$ cat src/rtl/multicycle_ctrl.sv
// Multicycle main controller: sequences each instruction through a Moore FSM and
// drives the datapath mux selects plus the raw write strobes for the condition logic.
module multicycle_ctrl (
    input  logic       clk,
    input  logic       reset,
    input  logic [1:0] op,
    input  logic [5:0] funct,
    input  logic [3:0] rd,
    output logic       ir_write,
    output logic       next_pc,
    output logic       adr_src,
    output logic       alu_src_a,
    output logic [1:0] alu_src_b,
    output logic [1:0] result_src,
    output logic [1:0] alu_control,
    output logic [1:0] imm_src,
    output logic [1:0] reg_src,
    output logic       pcs,
    output logic       reg_w,
    output logic       mem_w,
    output logic [1:0] flag_w,
    output logic       no_write,
    output logic [3:0] state
);

    typedef enum logic [3:0] {
        S_FETCH  = 4'd0,
        S_DECODE = 4'd1,
        S_MEMADR = 4'd2,
        S_MEMRD  = 4'd3,
        S_MEMWB  = 4'd4,
        S_MEMWR  = 4'd5,
        S_EXECR  = 4'd6,
        S_EXECI  = 4'd7,
        S_ALUWB  = 4'd8,
        S_BRANCH = 4'd9
    } state_t;

    state_t state_q;
    state_t state_d;

    // ALU command decode: {known, sets_cv, is_cmp, alu_control[1:0]}
    function automatic logic [4:0] alu_decode(input logic [3:0] cmd);
        logic [4:0] res;
        case (cmd)
            4'b0100: res = {1'b1, 1'b1, 1'b0, 2'b00};
            4'b0010: res = {1'b1, 1'b1, 1'b0, 2'b01};
            4'b0000: res = {1'b1, 1'b0, 1'b0, 2'b10};
            4'b1100: res = {1'b1, 1'b0, 1'b0, 2'b11};
            4'b1010: res = {1'b1, 1'b1, 1'b1, 2'b01};
            default: res = {1'b0, 1'b0, 1'b0, 2'b00};
        endcase
        return res;
    endfunction

    logic [4:0] dec_s;
    logic       ir_write_s;
    logic       next_pc_s;
    logic       reg_w_s;
    logic       mem_w_s;
    logic       branch_s;
    logic       alu_op_s;
    logic [1:0] flag_w_s;
    logic       no_write_s;

    // Next-state selection
    always_comb begin
        state_d = S_FETCH;
        case (state_q)
            S_FETCH:  state_d = S_DECODE;
            S_DECODE: begin
                case (op)
                    2'b01:   state_d = S_MEMADR;
                    2'b00:   state_d = funct[5] ? S_EXECI : S_EXECR;
                    2'b10:   state_d = S_BRANCH;
                    default: state_d = S_FETCH;
                endcase
            end
            S_MEMADR: state_d = funct[0] ? S_MEMRD : S_MEMWR;
            S_MEMRD:  state_d = S_MEMWB;
            S_MEMWB:  state_d = S_FETCH;
            S_MEMWR:  state_d = S_FETCH;
            S_EXECR:  state_d = S_ALUWB;
            S_EXECI:  state_d = S_ALUWB;
            S_ALUWB:  state_d = S_FETCH;
            S_BRANCH: state_d = S_FETCH;
            default:  state_d = S_FETCH;
        endcase
    end

    // State register
    always_ff @(posedge clk or posedge reset) begin
        if (reset) begin
            state_q <= S_FETCH;
        end else begin
            state_q <= state_d;
        end
    end

    // Per-state Moore outputs; strobes are masked while reset is held
    always_comb begin
        ir_write_s  = 1'b0;
        next_pc_s   = 1'b0;
        reg_w_s     = 1'b0;
        mem_w_s     = 1'b0;
        branch_s    = 1'b0;
        alu_op_s    = 1'b0;
        adr_src     = 1'b0;
        alu_src_a   = 1'b0;
        alu_src_b   = 2'b00;
        result_src  = 2'b00;
        alu_control = 2'b00;
        flag_w_s    = 2'b00;
        no_write_s  = 1'b0;
        dec_s       = alu_decode(funct[4:1]);
        case (state_q)
            S_FETCH: begin
                alu_src_a  = 1'b1;
                alu_src_b  = 2'b10;
                result_src = 2'b10;
                ir_write_s = 1'b1;
                next_pc_s  = 1'b1;
            end
            S_DECODE: begin
                alu_src_a  = 1'b1;
                alu_src_b  = 2'b10;
                result_src = 2'b10;
            end
            S_MEMADR: alu_src_b = 2'b01;
            S_MEMRD:  adr_src = 1'b1;
            S_MEMWB: begin
                result_src = 2'b01;
                reg_w_s    = 1'b1;
            end
            S_MEMWR: begin
                adr_src = 1'b1;
                mem_w_s = 1'b1;
            end
            S_EXECR:  alu_op_s = 1'b1;
            S_EXECI: begin
                alu_src_b = 2'b01;
                alu_op_s  = 1'b1;
            end
            S_ALUWB:  reg_w_s = 1'b1;
            S_BRANCH: begin
                alu_src_b  = 2'b01;
                result_src = 2'b10;
                branch_s   = 1'b1;
            end
            default: ;
        endcase
        // no_write spans the execute and writeback states so CMP never writes
        if (alu_op_s) begin
            alu_control = dec_s[1:0];
            flag_w_s    = dec_s[4] ? {funct[0], funct[0] & dec_s[3]} : 2'b00;
            no_write_s  = dec_s[2];
        end else if (state_q == S_ALUWB) begin
            no_write_s  = dec_s[2];
        end else begin
            no_write_s  = 1'b0;
        end
        ir_write = ir_write_s & ~reset;
        next_pc  = next_pc_s & ~reset;
        reg_w    = reg_w_s & ~reset;
        mem_w    = mem_w_s & ~reset;
        pcs      = (branch_s | (reg_w_s & (rd == 4'hF))) & ~reset;
        flag_w   = reset ? 2'b00 : flag_w_s;
        no_write = no_write_s & ~reset;
    end

    assign imm_src = op;
    assign reg_src = {(op == 2'b01), (op == 2'b10)};
    assign state   = state_q;

endmodule

$ cat config.mk
export PLATFORM = sky130hd
export DESIGN_NAME = multicycle_ctrl
export DESIGN_NICKNAME = d
export VERILOG_FILES = /design/src/rtl/multicycle_ctrl.sv
export SDC_FILE = /design/constraint.sdc
export NUM_CORES = 1
export LEC_CHECK = 0
export ABC_CLOCK_PERIOD_IN_PS = 3950
export CAP_MARGIN = 10
export CORE_UTILIZATION = 34
export DETAILED_ROUTE_END_ITERATION = 8
export PLACE_DENSITY = 0.95
export RECOVER_POWER = 25
export SLEW_MARGIN = 40
export SYNTH_ARGS = -nofsm -noshare
export SYNTH_HDL_FRONTEND = slang
export SYNTH_SLANG_ARGS = --single-unit
$ cat constraint.sdc
create_clock -name clk -period 3.95 [get_ports clk]
set_input_delay 0.5925 -clock clk [delete_from_list [all_inputs] [get_ports clk]]
set_output_delay 0.5925 -clock clk [all_outputs]
set_load 0.01 [all_outputs]
==> metrics, run 1 <==
status=finished clean; metal1 wirelength=approximately 570 um; CTS hold repair buffers=0; largest net degree at the start of global routing=19; FP Rows=12; worst hold path depth=1; Post-Route WL=roughly 1.4 mm; Port Buffers=37; metal2 WL=between 700 and 800 um; TritonCTS buffer count=3; global route overflow=0; max reg flops=4; Worst R2R Setup Slack=~2800 ps; syn_area_per_cell=7.253 um2; CP delay by family, top=buffers and inverters; placed cells=between 100 and 150; antenna diode count=0; gr usage total=around a fifth; vias in the first global route=527; top_reg_cell synth=dfrtp_1; YS warnings=0; routability cong.=between 0.7 and 0.8; crit start category=input pin; cts repair resizes=0; final net count=113; Critical Path RT=between 3000 and 4000 ps; Die ar.=between 1500 and 2000 um2; total power=~0.53 mW; unrepaired setup endpoints after global routing=no; Core Area=about 1200 um2; Slew @ Worst Pin=527.0 ps; Clock Path Buffers=2; worst endpoint data arrival time=roughly 2500 ps; top cell type by total area after synthesis=dfrtp_1; Critical Path Max Stage Delay=between 600 and 700 ps; CTS tree=done; min-delay src=state[0]; Power Density=roughly 640 nW/um2; r2r worst-path depth=3; Netlist cell types=26; Setup Viol. Count Final=0; Max Used Layer=met4; worst skew pair latency=about 230 ps; final worst path period share=78.15%; crit end category=output pin; Max VDD drop=around 0.00049 V; Crit. path cell count=4; area fraction of the dominant cell type after synthesis=21.56%; H-tree depth=1; Initial Util=between 30% and 40%; CP Class=input pin to output pin; Worst R2R End=state[1]; Async S/R FF share, synth=between 90% and 100%; Hold Slack=roughly 700 ps; Synth Instances=64; Min-Delay Path Class=flip-flop to flip-flop; ANT nets after route=0; Chip Height=~39 um; CP cell instances=dlygate4sd3_1, or4b_4, a211oi_2, clkdlybuf4s50_1; DRC violations left=0; WL met3=~110 um; DR vias=600; CP max FO=6; Slew Viols, Final=0; reg2reg start=state[1]; drt pass-1 iters=4; mapped cell area=~460 um2; CP bufs+invs=2; initial antenna violation count=0; filler instances=114; mean routed wirelength per cell=~13 um; Leak=0.2955 nW; fin crit period=between 3000 and 4000 ps; overall die width=38.95 um; detailed placement HPWL=around 1.1 mm; root buf cell=clkbuf_4; Worst Hold End=state[0]; Post-synth EDFFs=0; vias per inst=approximately 5.4; Final TNS setup=0 ps; fin cells=about 110; # clock sinks=4; clk slew on worst S/H paths=around 40 ps; Final Hold Viols=0; Slew HR=roughly two thirds; IO Count=38; maxcap violations=0; fmax=around 320 MHz; Post CTS Setup Buffer Count=0; Slowest-stage cell, CP=dlygate4sd3_1; Starting DRT DRC Count=12; post-synth net total=78; area added between synthesis and finish=80.32%; number of synthesized register bits=4; Area contributors post-synth=dfrtp_1, nor3_1, a21oi_1; final worst clock skew=roughly 0.61 ps; first-pass GRT wire length=about 2.1 mm; share of cells above drive strength 1=6.186%; post-synthesis sequential area ratio=about 22%
-- cell usage in the layout (no fill, tap or decap) --
| cell type | synthesis | layout |
|---|---|---|
| nor4_1 | 2 | 2 |
| nor3_1 | 9 | 9 |
| nor2_1 | 3 | 3 |
| a31oi_1 | 1 | 1 |
| o22ai_1 | 1 | 1 |
| nor4b_1 | 1 | 1 |
| or3_1 | 2 | 2 |
| nor2b_1 | 5 | 5 |
| xnor2_1 | 1 | 1 |
| a21oi_1 | 7 | 7 |
| nand3b_2 | 1 | 1 |
| dfrtp_1 | 4 | 4 |
| a41oi_1 | 1 | 1 |
| dlygate4sd3_1 | 0 | 3 |
| xor2_1 | 1 | 1 |
| clkdlybuf4s50_1 | 0 | 34 |
| nand2b_1 | 3 | 3 |
| a211oi_1 | 2 | 2 |
| inv_1 | 3 | 3 |
| clkbuf_4 | 0 | 3 |
| nor3b_1 | 3 | 3 |
| nand3b_1 | 1 | 1 |
| or4b_4 | 1 | 1 |
| nand3_1 | 1 | 1 |
| a211oi_2 | 1 | 1 |
| nand2_1 | 1 | 1 |
| o21ai_0 | 2 | 2 |
-- layout make-up --
class	instances	area, um2	share of cell area (%)
flip-flops and latches	4	100.1	11.96
inverters	3	11.26	1.345
multi-input cells	50	315.3	37.67
well taps	14	17.52	2.093
repair buffers	37	370.4	44.25
clock buffers	3	22.52	2.691
-- metal layers --
layer  global-route usage (%)  vias up
met5                        0        -
met4                    2.586        0
met3                    3.468        2
met2                    40.83       41
met1                    22.34      260
li1                         -      297
-- Yosys cell counts (all sizes together) (2+ instances only) --
master / count
clkbuf: 4
o21ai: 2
a21oi: 7
nand3b: 2
inv: 3
dfrtp: 4
nor2: 3
nor3b: 3
nor3: 9
nor2b: 5
nand2b: 3
nor4: 2
buf: 3
a211oi: 3
or3: 2
-- through the flow --
stage	cell area, um2	util (%)	setup WS, ps
floorplan	464.2	-	1897
global placement	814.5	68.67	987.6
detailed placement	814.5	68.67	976.6
CTS	837.1	70.57	973.1
global route	837.1	70.57	781.4
finish	837.1	70.57	863.1
-- logic make-up (layout without fill, tap and decap cells) --
family / Yosys count / count (layout) / share of synthesized area (%)
buf+inv: 10 / 43 / 10.51
flops: 4 / 4 / 21.56
xor+xnor: 2 / 2 / 3.774
simple gates: 33 / 33 / 43.93
compound gates: 15 / 15 / 20.22
-- where the power goes --
part / internal [mW] / switching, mW / leakage [nW]
clock: 0.0339 / 0.0158 / 0.0138
combinational: 0.211 / 0.141 / 0.230
sequential: 0.0595 / 0.0711 / 0.0517
total: 0.304 / 0.228 / 0.295
-- worst max path at each step --
stage / from / to / slack [ps]
detailed placement: reset / flag_w[1] / 980
global placement: reset / flag_w[1] / 990
CTS: funct[1] / flag_w[1] / 970
floorplan: state[3] / flag_w[1] / 1900
global route: reset / flag_w[1] / 780
finish: reset / flag_w[1] / 860
Power figures use the tool's default switching activity.
==> run 2: changes to the inputs <==
--- a/config.mk
+++ b/config.mk
@@ -5,11 +5,11 @@
 export SDC_FILE = /design/constraint.sdc
 export NUM_CORES = 1
 export LEC_CHECK = 0
-export ABC_CLOCK_PERIOD_IN_PS = 3950
+export ABC_CLOCK_PERIOD_IN_PS = 2500
 export CAP_MARGIN = 10
-export CORE_UTILIZATION = 34
+export CORE_UTILIZATION = 28
 export DETAILED_ROUTE_END_ITERATION = 8
-export PLACE_DENSITY = 0.95
+export PLACE_DENSITY = 0.86
 export RECOVER_POWER = 25
 export SLEW_MARGIN = 40
 export SYNTH_ARGS = -nofsm -noshare
==> constraint.sdc (replaced) <==
create_clock -name clk -period 2.5 [get_ports clk]
set_input_delay 0.375 -clock clk [delete_from_list [all_inputs] [get_ports clk]]
set_output_delay 0.375 -clock clk [all_outputs]
set_load 0.01 [all_outputs]
==> run 2 against run 1 <==
Die area up 20%; final area up 6.1%; wire length up 3.4%; clock skew up 4.9 ps; via count up 1.0%; highest routed layer unchanged; hold slack worse by 140 ps; largest power group unchanged.
==> metrics, run 2 (same netlist as run 1, synthesis figures left out) <==
Worst R2R End=state[1]; Post CTS Setup Buffer Count=0; DR vias=roughly 600; fmax=around 420 MHz; Placed Area=862.1 um2; area added between synthesis and finish=91.37%; clk slew on worst S/H paths=around 40 ps; multi-input combinational cell area=320.3 um2; final worst clock skew=5.526 ps; worst endpoint data arrival time=between 2000 and 2500 ps; commonest non-fill, non-tap cell in the layout=clkdlybuf4s50_1; Final Hold Viols=0; r2r worst-path depth=4; CP Class=input pin to output pin; overall die width=about 43 um; Slew HR=77.54%; FF/Latch Area=between 100 and 150 um2; DRC violations left=0; Setup Viol. Count Final=0; Clock Path Buffers=2; final net count=between 100 and 150; final worst path period share=between 90 and 100%; CTS tree=done; drt pass-1 iters=2; Port Buffers=37; CTS hold repair buffers=0; Worst R2R Setup Slack=between 1000 and 1500 ps; Final TNS setup=0 ps; unrepaired setup endpoints after global routing=no; TritonCTS buffer count=3; Post-Route WL=between 1 and 1.5 mm; max reg flops=4; routability cong.=between 0.7 and 0.8; Core Area=between 1500 and 2000 um2; root buf cell=clkbuf_4; gr usage total=between 10% and 20%; first-pass GRT wire length=2.463 mm; Min-Delay Path Class=input pin to asynchronous set/reset pin; filler instances=140; post-route cell area=888.4 um2; total power=between 0.8 and 0.9 mW; antenna diode count=0; Starting DRT DRC Count=5; Chip Height=about 43 um; Die ar.=about 1800 um2; initial antenna violation count=0; Initial Util=30.46%; mean routed wirelength per cell=between 10 and 15 um; most frequent cells in the layout=clkdlybuf4s50_1, nor3_1, a21oi_1; Slew Viols, Final=0; IO Count=38; reg2reg start=state[1]; maxcap violations=0; H-tree depth=1; Max VDD drop=approximately 0.00066 V; largest net degree at the start of global routing=15; crit start category=input pin; Slew @ Worst Pin=between 300 and 400 ps; ANT nets after route=0; global route overflow=0; worst skew pair latency=between 200 and 250 ps; Power Density=between 900 and 1000 nW/um2; Critical Path RT=about 2100 ps; crit end category=output pin; CP max FO=5; vias in the first global route=about 600; # clock sinks=4; Leak=around 0.33 nW; vias per inst=5.092; share of cells above drive strength 1=about an eighth; FP Rows=14; fin crit period=2408 ps; status=finished clean
## run 2: stage by stage
stage	util, %	setup slack (ps)	hold WS [ps]	cells
after floorplan	-	664.7	141.1	64
after global placement	56.57	37.87	605.5	116
after detailed placement	56.57	4.088	627.8	116
after CTS	58.05	28.30	536.7	119
after global routing	58.29	30.65	562.4	119
final	58.29	91.67	546.7	119
## run 2: what timing repair did
action                                  in CTS  in global routing
gates resized for setup                      2                  1
hold endpoints to repair                     0                  0
endpoints found under the setup margin       1                  2
## run 2: worst max-delay path, cell delays in order
cell	delay [ps]
clkdlybuf4s50_1	450
buf_4	170
or3_1	350
nor3_2	140
clkdlybuf4s50_1	560
## run 2: worst max path at each step
stage	from	slack, ps	endpoint
CTS	reset	30	ir_write
finish	reset	90	ir_write
floorplan	state[3]	660	flag_w[1]
global route	reset	30	next_pc
detailed placement	reset	4	flag_w[1]
global placement	reset	40	flag_w[1]
## run 2: cell type report
cell class | count | area share (%)
inverter | 3 | 1.268
timing repair buffer | 43 | 46.62
sequential | 4 | 11.27
clock buffer | 3 | 2.535
multi-input combinational | 50 | 36.06
tap | 16 | 2.254
## run 2: report_power, final
group / internal [mW] / total [mW] / switching [mW]
Combinational: 0.366 / 0.663 / 0.296
Clock: 0.0534 / 0.0759 / 0.0225
Sequential: 0.0952 / 0.145 / 0.0495
## run 2: per-layer routing
layer	up-vias	GRT usage, %	wire length, um	part of all wire [%]
met5	-	0	0	0
met4	0	6.875	23	1.5
met3	4	4.681	101	6.8
met2	25	30.30	751	50
met1	267	19.90	618	41
li1	310	-	-	-
